File: src/rtl/lc_ctrl_trans_sequencer_if.sv
// Command/OTP/hash handshake bundle between lc_ctrl front end and the transition sequencer.
// Signal names keep lc_ctrl's port naming so the wiring stays traceable at the top level.
interface lc_ctrl_trans_sequencer_if;
    logic       init_done_i;
    logic       trans_cmd_i;
    logic [7:0] fsm_state_o;
    logic       cnt_oflw_err_i;
    logic       trans_invalid_err_i;
    logic       hash_req_o;
    logic       hash_ack_i;
    logic       token_match0_i;
    logic       token_match1_i;
    logic       otp_req_o;
    logic       otp_ack_i;
    logic       otp_err_i;
    logic       busy_o;
    logic       done_o;
    logic       success_o;
    logic [2:0] err_o;

    modport master (
        output init_done_i, trans_cmd_i, cnt_oflw_err_i, trans_invalid_err_i,
        output hash_ack_i, token_match0_i, token_match1_i, otp_ack_i, otp_err_i,
        input  fsm_state_o, hash_req_o, otp_req_o, busy_o, done_o, success_o, err_o
    );

    modport slave (
        input  init_done_i, trans_cmd_i, cnt_oflw_err_i, trans_invalid_err_i,
        input  hash_ack_i, token_match0_i, token_match1_i, otp_ack_i, otp_err_i,
        output fsm_state_o, hash_req_o, otp_req_o, busy_o, done_o, success_o, err_o
    );
endinterface

File: src/rtl/lc_ctrl_trans_sequencer.sv
// Single-shot life cycle transition sequencer: counter write, token hash, dual compare, state write.
// Latency: one state per cycle plus OTP/hash ack waits (bounded by TimeoutCycles each).
// Backpressure: level req/ack toward OTP and KMAC; commands outside IdleSt are dropped silently.
module lc_ctrl_trans_sequencer #(
    parameter int unsigned TimeoutCycles = 1024,
    parameter int unsigned TimerW        = 11
) (
    input logic                       clk_i,
    input logic                       rst_ni,
    lc_ctrl_trans_sequencer_if.slave  bus
);

    // Sparse codes; ResetSt is all-zero so the exported state reads 0 while in reset.
    typedef enum logic [7:0] {
        ResetSt       = 8'h00,
        IdleSt        = 8'h1E,
        CntIncrSt     = 8'h65,
        CntProgSt     = 8'hB3,
        TransCheckSt  = 8'hC9,
        TokenHashSt   = 8'h5A,
        TokenCheck0St = 8'h96,
        TokenCheck1St = 8'hE8,
        TransProgSt   = 8'h2D,
        PostTransSt   = 8'hF7
    } fsm_state_e;

    localparam logic [2:0] ErrNone    = 3'd0;
    localparam logic [2:0] ErrOflw    = 3'd1;
    localparam logic [2:0] ErrInvalid = 3'd2;
    localparam logic [2:0] ErrToken   = 3'd3;
    localparam logic [2:0] ErrOtp     = 3'd4;
    localparam logic [2:0] ErrTimeout = 3'd5;

    fsm_state_e        state_q, state_d;
    logic [TimerW-1:0] timer_q, timer_d;
    logic [2:0]        err_q, err_d, fail_code;
    logic              success_q, success_d;
    logic              done_q, done_d;
    logic              timeout;
    logic              waiting;

    assign timeout = (timer_q == TimerW'(TimeoutCycles - 1));
    assign waiting = (state_q == CntProgSt) || (state_q == TokenHashSt) ||
                     (state_q == TransProgSt);

    always_comb begin
        state_d   = state_q;
        success_d = success_q;
        fail_code = ErrNone;

        // Checks inside each state are ordered by error code so the lowest code wins,
        // and an ack takes precedence over a coincident timeout.
        unique case (state_q)
            ResetSt: begin
                if (bus.init_done_i) state_d = IdleSt;
            end
            IdleSt: begin
                if (bus.trans_cmd_i && bus.init_done_i) state_d = CntIncrSt;
            end
            CntIncrSt: begin
                if (bus.cnt_oflw_err_i) fail_code = ErrOflw;
                else                    state_d   = CntProgSt;
            end
            CntProgSt: begin
                if (bus.otp_ack_i) begin
                    if (bus.otp_err_i) fail_code = ErrOtp;
                    else               state_d   = TransCheckSt;
                end else if (timeout) begin
                    fail_code = ErrTimeout;
                end
            end
            TransCheckSt: begin
                if (bus.trans_invalid_err_i) fail_code = ErrInvalid;
                else                         state_d   = TokenHashSt;
            end
            TokenHashSt: begin
                if (bus.trans_invalid_err_i) fail_code = ErrInvalid;
                else if (bus.hash_ack_i)     state_d   = TokenCheck0St;
                else if (timeout)            fail_code = ErrTimeout;
            end
            TokenCheck0St: begin
                if (bus.trans_invalid_err_i)  fail_code = ErrInvalid;
                else if (!bus.token_match0_i) fail_code = ErrToken;
                else                          state_d   = TokenCheck1St;
            end
            TokenCheck1St: begin
                if (bus.trans_invalid_err_i)  fail_code = ErrInvalid;
                else if (!bus.token_match1_i) fail_code = ErrToken;
                else                          state_d   = TransProgSt;
            end
            TransProgSt: begin
                if (bus.trans_invalid_err_i) begin
                    fail_code = ErrInvalid;
                end else if (bus.otp_ack_i) begin
                    if (bus.otp_err_i) begin
                        fail_code = ErrOtp;
                    end else begin
                        success_d = 1'b1;
                        state_d   = PostTransSt;
                    end
                end else if (timeout) begin
                    fail_code = ErrTimeout;
                end
            end
            PostTransSt: begin
                state_d = PostTransSt;
            end
            default: begin
                fail_code = ErrInvalid;
            end
        endcase

        if (fail_code != ErrNone) state_d = PostTransSt;

        err_d = err_q;
        if ((err_q == ErrNone) && (fail_code != ErrNone)) err_d = fail_code;

        done_d = (state_d == PostTransSt) && (state_q != PostTransSt);

        timer_d = timer_q;
        if (state_d != state_q) timer_d = '0;
        else if (waiting)       timer_d = timer_q + TimerW'(1);
    end

    always_ff @(posedge clk_i or negedge rst_ni) begin
        if (!rst_ni) begin
            state_q   <= ResetSt;
            timer_q   <= '0;
            err_q     <= ErrNone;
            success_q <= 1'b0;
            done_q    <= 1'b0;
        end else begin
            state_q   <= state_d;
            timer_q   <= timer_d;
            err_q     <= err_d;
            success_q <= success_d;
            done_q    <= done_d;
        end
    end

    // Requests decode straight from state so they drop on the edge that samples ack or abort.
    assign bus.otp_req_o   = (state_q == CntProgSt) || (state_q == TransProgSt);
    assign bus.hash_req_o  = (state_q == TokenHashSt);
    assign bus.busy_o      = !((state_q == ResetSt) || (state_q == IdleSt) ||
                               (state_q == PostTransSt));
    assign bus.fsm_state_o = state_q;
    assign bus.done_o      = done_q;
    assign bus.success_o   = success_q;
    assign bus.err_o       = err_q;

endmodule

File: src/flat_wrapper.sv
// flat-port wrapper written by rule: the top's interface ports become plain ports
module lc_ctrl_trans_sequencer_flat 
#(
    parameter int unsigned TimeoutCycles = 1024,
    parameter int unsigned TimerW        = 11
)
  (clk_i, rst_ni, bus_init_done_i, bus_trans_cmd_i, bus_cnt_oflw_err_i, bus_trans_invalid_err_i, bus_hash_ack_i, bus_token_match0_i, bus_token_match1_i, bus_otp_ack_i, bus_otp_err_i, bus_fsm_state_o, bus_hash_req_o, bus_otp_req_o, bus_busy_o, bus_done_o, bus_success_o, bus_err_o);
  lc_ctrl_trans_sequencer_if bus_i ();
  input logic clk_i;
  input logic rst_ni;
  input wire logic [$bits(bus_i.init_done_i)-1:0] bus_init_done_i;
  input wire logic [$bits(bus_i.trans_cmd_i)-1:0] bus_trans_cmd_i;
  input wire logic [$bits(bus_i.cnt_oflw_err_i)-1:0] bus_cnt_oflw_err_i;
  input wire logic [$bits(bus_i.trans_invalid_err_i)-1:0] bus_trans_invalid_err_i;
  input wire logic [$bits(bus_i.hash_ack_i)-1:0] bus_hash_ack_i;
  input wire logic [$bits(bus_i.token_match0_i)-1:0] bus_token_match0_i;
  input wire logic [$bits(bus_i.token_match1_i)-1:0] bus_token_match1_i;
  input wire logic [$bits(bus_i.otp_ack_i)-1:0] bus_otp_ack_i;
  input wire logic [$bits(bus_i.otp_err_i)-1:0] bus_otp_err_i;
  output wire logic [$bits(bus_i.fsm_state_o)-1:0] bus_fsm_state_o;
  output wire logic [$bits(bus_i.hash_req_o)-1:0] bus_hash_req_o;
  output wire logic [$bits(bus_i.otp_req_o)-1:0] bus_otp_req_o;
  output wire logic [$bits(bus_i.busy_o)-1:0] bus_busy_o;
  output wire logic [$bits(bus_i.done_o)-1:0] bus_done_o;
  output wire logic [$bits(bus_i.success_o)-1:0] bus_success_o;
  output wire logic [$bits(bus_i.err_o)-1:0] bus_err_o;
  assign bus_i.init_done_i = bus_init_done_i;
  assign bus_i.trans_cmd_i = bus_trans_cmd_i;
  assign bus_i.cnt_oflw_err_i = bus_cnt_oflw_err_i;
  assign bus_i.trans_invalid_err_i = bus_trans_invalid_err_i;
  assign bus_i.hash_ack_i = bus_hash_ack_i;
  assign bus_i.token_match0_i = bus_token_match0_i;
  assign bus_i.token_match1_i = bus_token_match1_i;
  assign bus_i.otp_ack_i = bus_otp_ack_i;
  assign bus_i.otp_err_i = bus_otp_err_i;
  assign bus_fsm_state_o = bus_i.fsm_state_o;
  assign bus_hash_req_o = bus_i.hash_req_o;
  assign bus_otp_req_o = bus_i.otp_req_o;
  assign bus_busy_o = bus_i.busy_o;
  assign bus_done_o = bus_i.done_o;
  assign bus_success_o = bus_i.success_o;
  assign bus_err_o = bus_i.err_o;
  lc_ctrl_trans_sequencer #(.TimeoutCycles(TimeoutCycles), .TimerW(TimerW)) u_core (.clk_i(clk_i), .rst_ni(rst_ni), .bus(bus_i));
endmodule
File: config.mk
export PLATFORM = sky130hd
export DESIGN_NAME = lc_ctrl_trans_sequencer_flat
export DESIGN_NICKNAME = d
export VERILOG_FILES = /design/src/rtl/lc_ctrl_trans_sequencer_if.sv /design/src/rtl/lc_ctrl_trans_sequencer.sv /design/src/flat_wrapper.sv
export SDC_FILE = /design/constraint.sdc
export NUM_CORES = 1
export LEC_CHECK = 0
export BUFFER_PORTS_ARGS = -buffer_cell sky130_fd_sc_hd__buf_2
export CAP_MARGIN = 20
export CORE_MARGIN = 2
export CORE_UTILIZATION = 55
export CTS_CLUSTER_SIZE = 14
export DETAILED_ROUTE_END_ITERATION = 6
export GPL_ROUTABILITY_DRIVEN = 1
export PLACE_DENSITY = 0.76
export SLEW_MARGIN = 0
export SYNTH_ARGS = -nofsm -noshare
export SYNTH_HDL_FRONTEND = slang
export SYNTH_SLANG_ARGS = --single-unit
File: constraint.sdc
create_clock -name clk_i -period 3.05 [get_ports clk_i]
set_input_delay 0.305 -clock clk_i [delete_from_list [all_inputs] [get_ports clk_i]]
set_output_delay 0.305 -clock clk_i [all_outputs]
set_load 0.005 [all_outputs]
==> flow_metrics.env <==
export IMPL_avgRoutedWirePerCell_um=19.78
export IMPL_final_max_slew_violation_count=0
export IMPL_synth_async_reset_ratio_pct=100.0
export IMPL_finalHoldViolCount=0
export IMPL_via_count=2347
export IMPL_critical_path_max_fanout=7
export IMPL_power_density_nw_per_um2=201.9
export IMPL_design_final_nets=324
export IMPL_route_detailed_vias_per_inst=6.538
export IMPL_cts_sinks=24
export IMPL_final_min_period_over_clock_period_pct=100.8
export IMPL_cts_made_buffers=3
export IMPL_outcome="finished, violations left"
export IMPL_design_core_area_um2=3661
export IMPL_postSynthCellCount=244
export IMPL_critical_path_source_type="flop"
export IMPL_die_w_um=65.93
export IMPL_layout_stage_area_growth_over_the_synthesis_result_pct=32.33
export IMPL_internal_power_uw=441.6
export IMPL_drt_pass1_iter_count=5
export IMPL_grt_pass1_vias=2125
export IMPL_clock_tree_buffer_depth=2
export IMPL_cts_clk_slew_worst_paths_ps=90
export IMPL_global_routing_usage_summed_across_all_routing_layers_pct=32.30
export IMPL_final_cell_area_um2=2791
export IMPL_final_period_minus_worst_setup_slack_ps=3076
export IMPL_ys_seq_area_share_pct=28.47
export IMPL_cp_data_arrival_time_ps=3270
export IMPL_share_comb_of_total_power_pct=5.1
export IMPL_skew_ps=7.002
export IMPL_postLayoutSetupSlackWorst_ps=-25.68
export IMPL_p_sw_share_pct=21.65
export IMPL_power_uw=563.6
export IMPL_synth_top_area_cell="sky130_fd_sc_hd__dfrtp_1"
export IMPL_maxClockFrequency_mhz=325.1
export IMPL_design_portCount=27
export IMPL_synth_fp_nets=256
export IMPL_timing_critical_path_to_type="flop"
export IMPL_worst_slew_pin_slew_ps=581.0
export IMPL_yosysWarnings=0
export IMPL_setup_viol=5
export IMPL_switching_power_uw=122.0
export IMPL_die_area_um2=4347
export IMPL_placed_cell_area_um2=2479
export IMPL_ys_flop_type="sky130_fd_sc_hd__dfrtp_1"
export IMPL_routed_wirelength_mm=7.101
export IMPL_global_route_overflow_total=0
export IMPL_htree_num_levels=1
export IMPL_max_vdd_ir_drop_v=0.0002774
export IMPL_netlist_area_leader_share_pct=28.47
export IMPL_antenna_violations_before_repair=0
export IMPL_grt_pass1_wl_mm=10.55
export IMPL_crit_top_cell="sky130_fd_sc_hd__nand3_1"
export IMPL_final_layout_size_suffix_gt1_share_pct=41.16
export IMPL_antenna_diode_count=0
export IMPL_area_of_the_multi_input_gates_um2=1516
export IMPL_start_util_pct=57.62
export IMPL_crit_path_category="flop to flop"
export IMPL_power_leakage_nw=1.352
export IMPL_fillCellCount=277
export IMPL_holdBufCountCts=0
export IMPL_die_y_um=65.93
export IMPL_most_frequent_standard_cell_in_the_layout_excluding_fill_and_tap_cells="sky130_fd_sc_hd__buf_4"
export IMPL_cpMaxStageDelayCell="sky130_fd_sc_hd__or4_4"
export IMPL_dr_first_iter_drc_count=383
export IMPL_cts_tree="built"
export IMPL_fp_row_count=22
export IMPL_dp_hpwl_mm=5.055
export IMPL_insertion_delay_ps=270
export IMPL_synth_top_cells_by_area="sky130_fd_sc_hd__dfrtp_1 (28%), sky130_fd_sc_hd__nor3_2 (4.7%), sky130_fd_sc_hd__nand2_1 (4.3%)"
export IMPL_syn_avg_cell_area_um2=8.646
export IMPL_ant_nets=0
export IMPL_power_share_clock_pct=38.5
export IMPL_post_synthesis_cell_area_um2=2110
export IMPL_worstPathCellList="buf_4 -> nand4b_1 -> or3_4 -> nand3_1 -> o31a_4 -> nand3_1 -> mux2_4 -> or4_4 -> nor3b_2"
export IMPL_failing_checks="negative setup slack"
export IMPL_highest_count_cells_in_the_layout_ignoring_fill_and_taps="sky130_fd_sc_hd__buf_4 (46), sky130_fd_sc_hd__buf_2 (26), sky130_fd_sc_hd__nand2_1 (24)"
export IMPL_seqCellArea_um2=610.6
export IMPL_largest_net_degree_at_the_start_of_global_routing=25
export IMPL_tns_ps=-75.50
export IMPL_yosys_cell_types_count=62
export IMPL_relSlewSlack_pct=61.18
export IMPL_portion_of_total_power_attributed_to_sequential_cells_pct=56.4
export IMPL_postSynthRegisterBits=24
export IMPL_worstHoldPathType="primary input to asynchronous set/reset pin"
export IMPL_required_ps=3240
export IMPL_drc=0
export IMPL_place_ws_ps=30.97
export IMPL_clock_root_cell="sky130_fd_sc_hd__clkbuf_8"
export IMPL_cap_viol_max_count=0
export IMPL_critPathMaxStageDelay_ps=630
export IMPL_routability_cong=1.088
export IMPL_buffer_ports_inserted=26
export IMPL_synth_edff_count=0
[synthesized netlist by cell type, drive strengths merged, types with 3 or more instances]
library cell and number:
nor4b 3, nand3 16, nand4bb 8, buf 11, nor4bb 3, o21ai 9, or4 3, nand4 8
nor4 6, xor2 8, a31oi 4, nand2b 3, nand2 25, nor3 16, a21oi 7, o22ai 3
dfrtp 24, nor2b 3, inv 13, nor2 16, or3 5, nor3b 5, and3 5, xnor2 4
[power by group through the flow]
stage | logic, mW | registers [mW] | clock network (mW)
after floorplan | 0.00835 | 0.324 | 0
after global placement | 0.0271 | 0.324 | 0
after detailed placement | 0.0271 | 0.324 | 0
after CTS | 0.0271 | 0.318 | 0.220
after global routing | 0.0320 | 0.318 | 0.232
final | 0.0290 | 0.318 | 0.217
[flip-flops by register name (all words and copies together), names as in the netlist]
signal                  cells
u_core.bus.done_o           1
u_core.bus.err_o            3
u_core.bus.fsm_state_o      8
u_core.timer_q             11
u_core.bus.success_o        1
[final timing paths]
check / endpoint / cells past startpoint / start / slack, ps
max in group asynchronous: u_core.bus.fsm_state_o[2] / 1 / rst_ni / 2620
min: u_core.bus.fsm_state_o[3] / 1 / rst_ni / 20
max reg2reg: u_core.timer_q[2] / 9 / u_core.bus.fsm_state_o[5] / -30
min reg2reg: u_core.bus.success_o / 1 / u_core.bus.success_o / 460
min in group clk_i: u_core.bus.success_o / 3 / bus_otp_err_i / 460
max: u_core.timer_q[2] / 9 / u_core.bus.fsm_state_o[5] / -30
[routing by layer]
layer | vias to the layer above | GRT usage, % | wire length, um
met2 | 169 | 49.24 | 3083
met1 | 1080 | 44.18 | 2950
met4 | 0 | 13.78 | 366
li1 | 1055 | - | -
met5 | - | 0 | 0
met3 | 43 | 6.985 | 700
[layout make-up]
type                            instances  share of cell area [%]
Multi-Input combinational cell        196                   54.33
Sequential cell                        24                   21.87
Timing Repair Buffer                   74                   17.93
Tap cell                               48                   2.151
Clock buffer                            4                   1.972
Inverter                               13                   1.748
[kinds of logic (layout without fill, tap and decap cells)]
family	count (synthesis)	in the layout	share of synthesized area, %
adder cells (fa/ha/maj)	1	1	0.5930
flip-flops	24	24	28.47
buffers and inverters	25	91	6.287
multiplexers	2	2	1.008
AND/OR/NAND/NOR	136	137	44.37
AO/OA/AOI/OAI	44	44	14.29
XOR/XNOR	12	12	4.982
[worst max-delay path, delay by kind of cell (launching register included)]
| kind | cells | cell delay [ps] |
|---|---|---|
| flops | 1 | 420 |
| mux | 1 | 360 |
| simple gates | 6 | 1830 |
| compound gates | 1 | 190 |
| buf+inv | 1 | 190 |
[metrics by stage]
step	hold slack [ps]	cells	utilization (%)
4_1_cts	33.14	345	69.21
3_3_place_gp	323.3	341	67.70
3_5_place_dp	327.5	341	67.70
5_1_grt	50.32	359	76.25
6_report	16.96	359	76.25
2_1_floorplan	9.409	244	-
[repair_timing]
action | in CTS | in global routing
gates resized for setup | 0 | 32
setup buffers | 0 | 13
endpoints found under the hold margin | 0 | 0
setup endpoints to repair | 0 | 11
Power figures use the tool's default switching activity.
